File: src/rtl/fetch_unit.sv
// rtl/fetch_unit.sv - instruction fetch stage: PC, imem handshake, instruction register
module fetch_unit #(
    parameter logic [31:0] RESET_PC  = 32'h0000_0000,
    parameter logic [31:0] NOP_INSTR = 32'h0000_0013
) (
    input  logic        clk,
    input  logic        rst_n,
    input  logic        PCSrc,
    input  logic [31:0] PCTarget,
    input  logic        stall,
    output logic        imem_req,
    output logic [31:0] imem_addr,
    input  logic        imem_ack,
    input  logic [31:0] imem_rdata,
    output logic [31:0] Instr,
    output logic [31:0] PC,
    output logic [31:0] PCPlus4,
    output logic        instr_valid,
    output logic [6:0]  op,
    output logic [2:0]  funct3,
    output logic        funct7b5,
    output logic        misalign,
    output logic [31:0] instret
);

    typedef enum logic [1:0] {IDLE, FETCH, EXEC, HALT} state_t;

    state_t      state, state_nx;
    logic [31:0] pc_q, pc_nx;
    logic [31:0] instr_q, instr_nx;
    logic [31:0] instret_q, instret_nx;
    logic        valid_q, valid_nx;
    logic        misalign_q, misalign_nx;
    logic        bad_target;

    assign bad_target = PCSrc && (PCTarget[1:0] != 2'b00);

    always_ff @(posedge clk or negedge rst_n) begin
        if (!rst_n) begin
            state      <= IDLE;
            pc_q       <= RESET_PC;
            instr_q    <= NOP_INSTR;
            instret_q  <= 32'd0;
            valid_q    <= 1'b0;
            misalign_q <= 1'b0;
        end else begin
            state      <= state_nx;
            pc_q       <= pc_nx;
            instr_q    <= instr_nx;
            instret_q  <= instret_nx;
            valid_q    <= valid_nx;
            misalign_q <= misalign_nx;
        end
    end

    always_comb begin
        state_nx    = state;
        pc_nx       = pc_q;
        instr_nx    = instr_q;
        instret_nx  = instret_q;
        valid_nx    = valid_q;
        misalign_nx = misalign_q;
        case (state)
            IDLE: state_nx = FETCH;
            FETCH: begin
                if (imem_ack) begin
                    instr_nx = imem_rdata;
                    valid_nx = 1'b1;
                    state_nx = EXEC;
                end
            end
            EXEC: begin
                if (!stall) begin
                    instret_nx = instret_q + 32'd1;
                    valid_nx   = 1'b0;
                    // A misaligned redirect still retires but freezes the PC for inspection.
                    if (bad_target) begin
                        misalign_nx = 1'b1;
                        state_nx    = HALT;
                    end else begin
                        pc_nx    = PCSrc ? PCTarget : PCPlus4;
                        state_nx = FETCH;
                    end
                end
            end
            HALT: state_nx = HALT;
            default: state_nx = IDLE;
        endcase
    end

    assign imem_req    = (state == FETCH);
    assign imem_addr   = pc_q;
    assign PC          = pc_q;
    assign PCPlus4     = pc_q + 32'd4;
    assign Instr       = instr_q;
    assign instr_valid = valid_q;
    assign op          = instr_q[6:0];
    assign funct3      = instr_q[14:12];
    assign funct7b5    = instr_q[30];
    assign misalign    = misalign_q;
    assign instret     = instret_q;

endmodule

File: config.mk
export PLATFORM = sky130hd
export DESIGN_NAME = fetch_unit
export DESIGN_NICKNAME = d
export VERILOG_FILES = /design/src/rtl/fetch_unit.sv
export SDC_FILE = /design/constraint.sdc
export NUM_CORES = 1
export LEC_CHECK = 0
export ABC_AREA = 1
export CAP_MARGIN = 15
export CORE_MARGIN = 2
export CORE_UTILIZATION = 44
export CTS_CLUSTER_SIZE = 20
export DETAILED_ROUTE_END_ITERATION = 16
export PLACE_DENSITY = 0.93
export SLEW_MARGIN = 25
export SYNTH_ARGS = -nofsm -noshare
export SYNTH_HDL_FRONTEND = slang
export SYNTH_SLANG_ARGS = --single-unit
File: constraint.sdc
create_clock -name clk -period 2 [get_ports clk]
set_clock_uncertainty 0.1 [all_clocks]
set_input_delay 0.4 -clock clk [delete_from_list [all_inputs] [get_ports clk]]
set_output_delay 0.4 -clock clk [all_outputs]
set_load 0.01 [all_outputs]
==> run metrics <==
Net Count, Synth=841; Max Root-Sink Buffers=2; worst min-delay path class=in -> async; status=complete, but fails checks; die area=14500 µm²; leakage=4.75 nW; number of diodes=0; Detailed Route WL=22.7 mm; most common cell after layout, fill and taps aside=nand2_1; minimum clock period=2.44 ns; global-route wire length before repair=31.4 mm; share of layout cells above drive strength 1=23.9%; CP arrival=1.94 ns; gpl congestion=0.918; Hold-fix buffers, CTS=0; row count=42; Slew HR=64.5%; endpoints failing setup=27; synth top area cells=dfrtp_1 (41%), nand2_1 (18%), mux2_2 (6.0%); total CTS buffers=9; fin util=72.8%; Final Hold Fails=0; gr usage total=27.6%; Die Y=120 µm; Setup WS post-layout=-0.444 ns; FF+latch count, synth=100; Final nets=1152; Area growth syn-to-layout=61.5%; R2R cell count=12; largest net degree at the start of global routing=101; cells after synthesis=770; number of global-route vias before repair=6311; number of synthesized flops with an enable pin=0; port bufs=242; Async SR Flop Fraction=100%; H-tree depth=3; Worst Path Required=1.50 ns; RSZ-0062 raised after global routing=yes; area leader, netlist=dfrtp_1; post-synth top area share=40.7%; Synth Cell Area=5970 µm²; violations in the final reports=negative setup slack; 1st-iter DRT viols=475; Synth Flop Type=dfrtp_1; dpl hpwl=14.7 mm; TritonCTS Sinks=100; gr ovfl total=0; Skew-Pair Late Insertion Delay=0.35 ns; commonest non-fill, non-tap cells in the layout=nand2_1 (281), clkdlybuf4s50_1 (180), buf_4 (108); crit-path max FO=3; Pre-Repair DR Iteration Count=6; Starting Density=45.1%; Pwr Density=1230 nW/µm²; Max Slew Vio Count=0; vias post-DR=6675; WL per Instance=18.0 µm; peak supply drop=907 µV; Post-Syn Area per Cell=7.75 µm²; Final Cycle Share=122%; Max Clk Rate=0.409 GHz; Power Total=11.9 mW; pre-CTS setup slack=-0.420 ns; Fin Hold WS=0.00588 ns; Detail Route Antenna Nets=0; maxcap violations=0; Synth cell types=33; I/O pins=243; CTS clk-pin slew, worst paths=0.07 ns; initial antenna violation count=0; Worst-Margin Slew=0.533 ns; Setup TNS=-8.96 ns; sequential share of the synthesized area=42.0%; CP endpoint kind=primary output; CTS Root Cell=clkbuf_16; Core Region=13200 µm²; CTS tree=done; Die X=120 µm; Via density=5.29; detailed-route DRC error count=0; yosys warns=0; Crit Path Category=reg -> out; element type at the critical path start=register
## cell type report
type | count | area, µm²
Inverter | 63 | 236
Sequential cell | 100 | 2510
Fill cell | 892 | 3600
Timing Repair Buffer | 360 | 3340
Tap cell | 176 | 220
Clock inverter | 6 | 113
Multi-Input combinational cell | 547 | 2990
Clock buffer | 10 | 229
## stage by stage
step	cells	area, µm²
floorplan	770	5970
global placement	1197	8780
detailed placement	1197	8780
CTS	1240	9300
global route	1262	9640
finish	1262	9640
## what timing repair did
item	in CTS	in global routing
endpoints found under the setup margin	35	43
gates cloned	0	0
gates resized for setup	150	52
pin swaps	28	27
buffers inserted	27	24
## sequential cells by signal, indices dropped and copies added (netlist names)
signal	count
Instr	32
PC	32
instret	32
state	2
instr_valid	1
misalign	1
## where the power goes
part,switching (mW),internal [mW]
combinational,2.96,3.62
sequential,0.612,2.71
clock,0.776,1.23
## synthesized netlist by cell type, drive strengths merged, types with 3 or more instances
| library cell | count |
|---|---|
| nor2 | 102 |
| dfrtp | 97 |
| o21ai | 4 |
| nand2 | 298 |
| nand3b | 8 |
| nor3 | 4 |
| a22oi | 21 |
| xor2 | 22 |
| mux2 | 32 |
| nand3 | 34 |
| buf | 59 |
| nand4 | 5 |
| dfstp | 3 |
| inv | 63 |
| xnor2 | 8 |
## layer usage
metal  vias up  wire, µm  global-route usage [%]
met5         -         0                       0
met4         0      1250                    12.2
met3       111      1760                    8.49
met2       414     11900                    50.4
met1      3172      7760                    29.2
li1       2978         -                       -
## critical path: stages (launching register included)
cell	delay [ns]
dfrtp_1	0.42
nand2_1	0.14
nor2_1	0.25
nand2_1	0.13
nor2_1	0.22
nand2_1	0.08
nand2_1	0.10
and2_1	0.13
buf_2	0.12
## worst paths after layout
| check | startpoint | slack, ns | to |
|---|---|---|---|
| max reg2reg | PC[20] | 0.01 | PC[30] |
| min in group clk | instr_valid | 0.38 | instr_valid |
| max | PC[18] | -0.44 | PCPlus4[28] |
| min | rst_n | 0.006 | PC[1] |
| min reg2reg | instr_valid | 0.38 | instr_valid |
| max in group asynchronous | rst_n | 1.37 | PC[17] |
## kinds of logic (layout without fill, tap and decap cells)
family | count (synthesis) | in the layout | share of synthesized area [%]
compound gates | 29 | 29 | 3.48
flops | 100 | 100 | 42.0
simple gates | 454 | 454 | 32.0
fa+ha+maj | 2 | 2 | 0.419
mux | 32 | 32 | 6.04
xor+xnor | 30 | 30 | 5.03
buf+inv | 123 | 439 | 11.0
No activity file was read; power rests on OpenSTA's default activity.
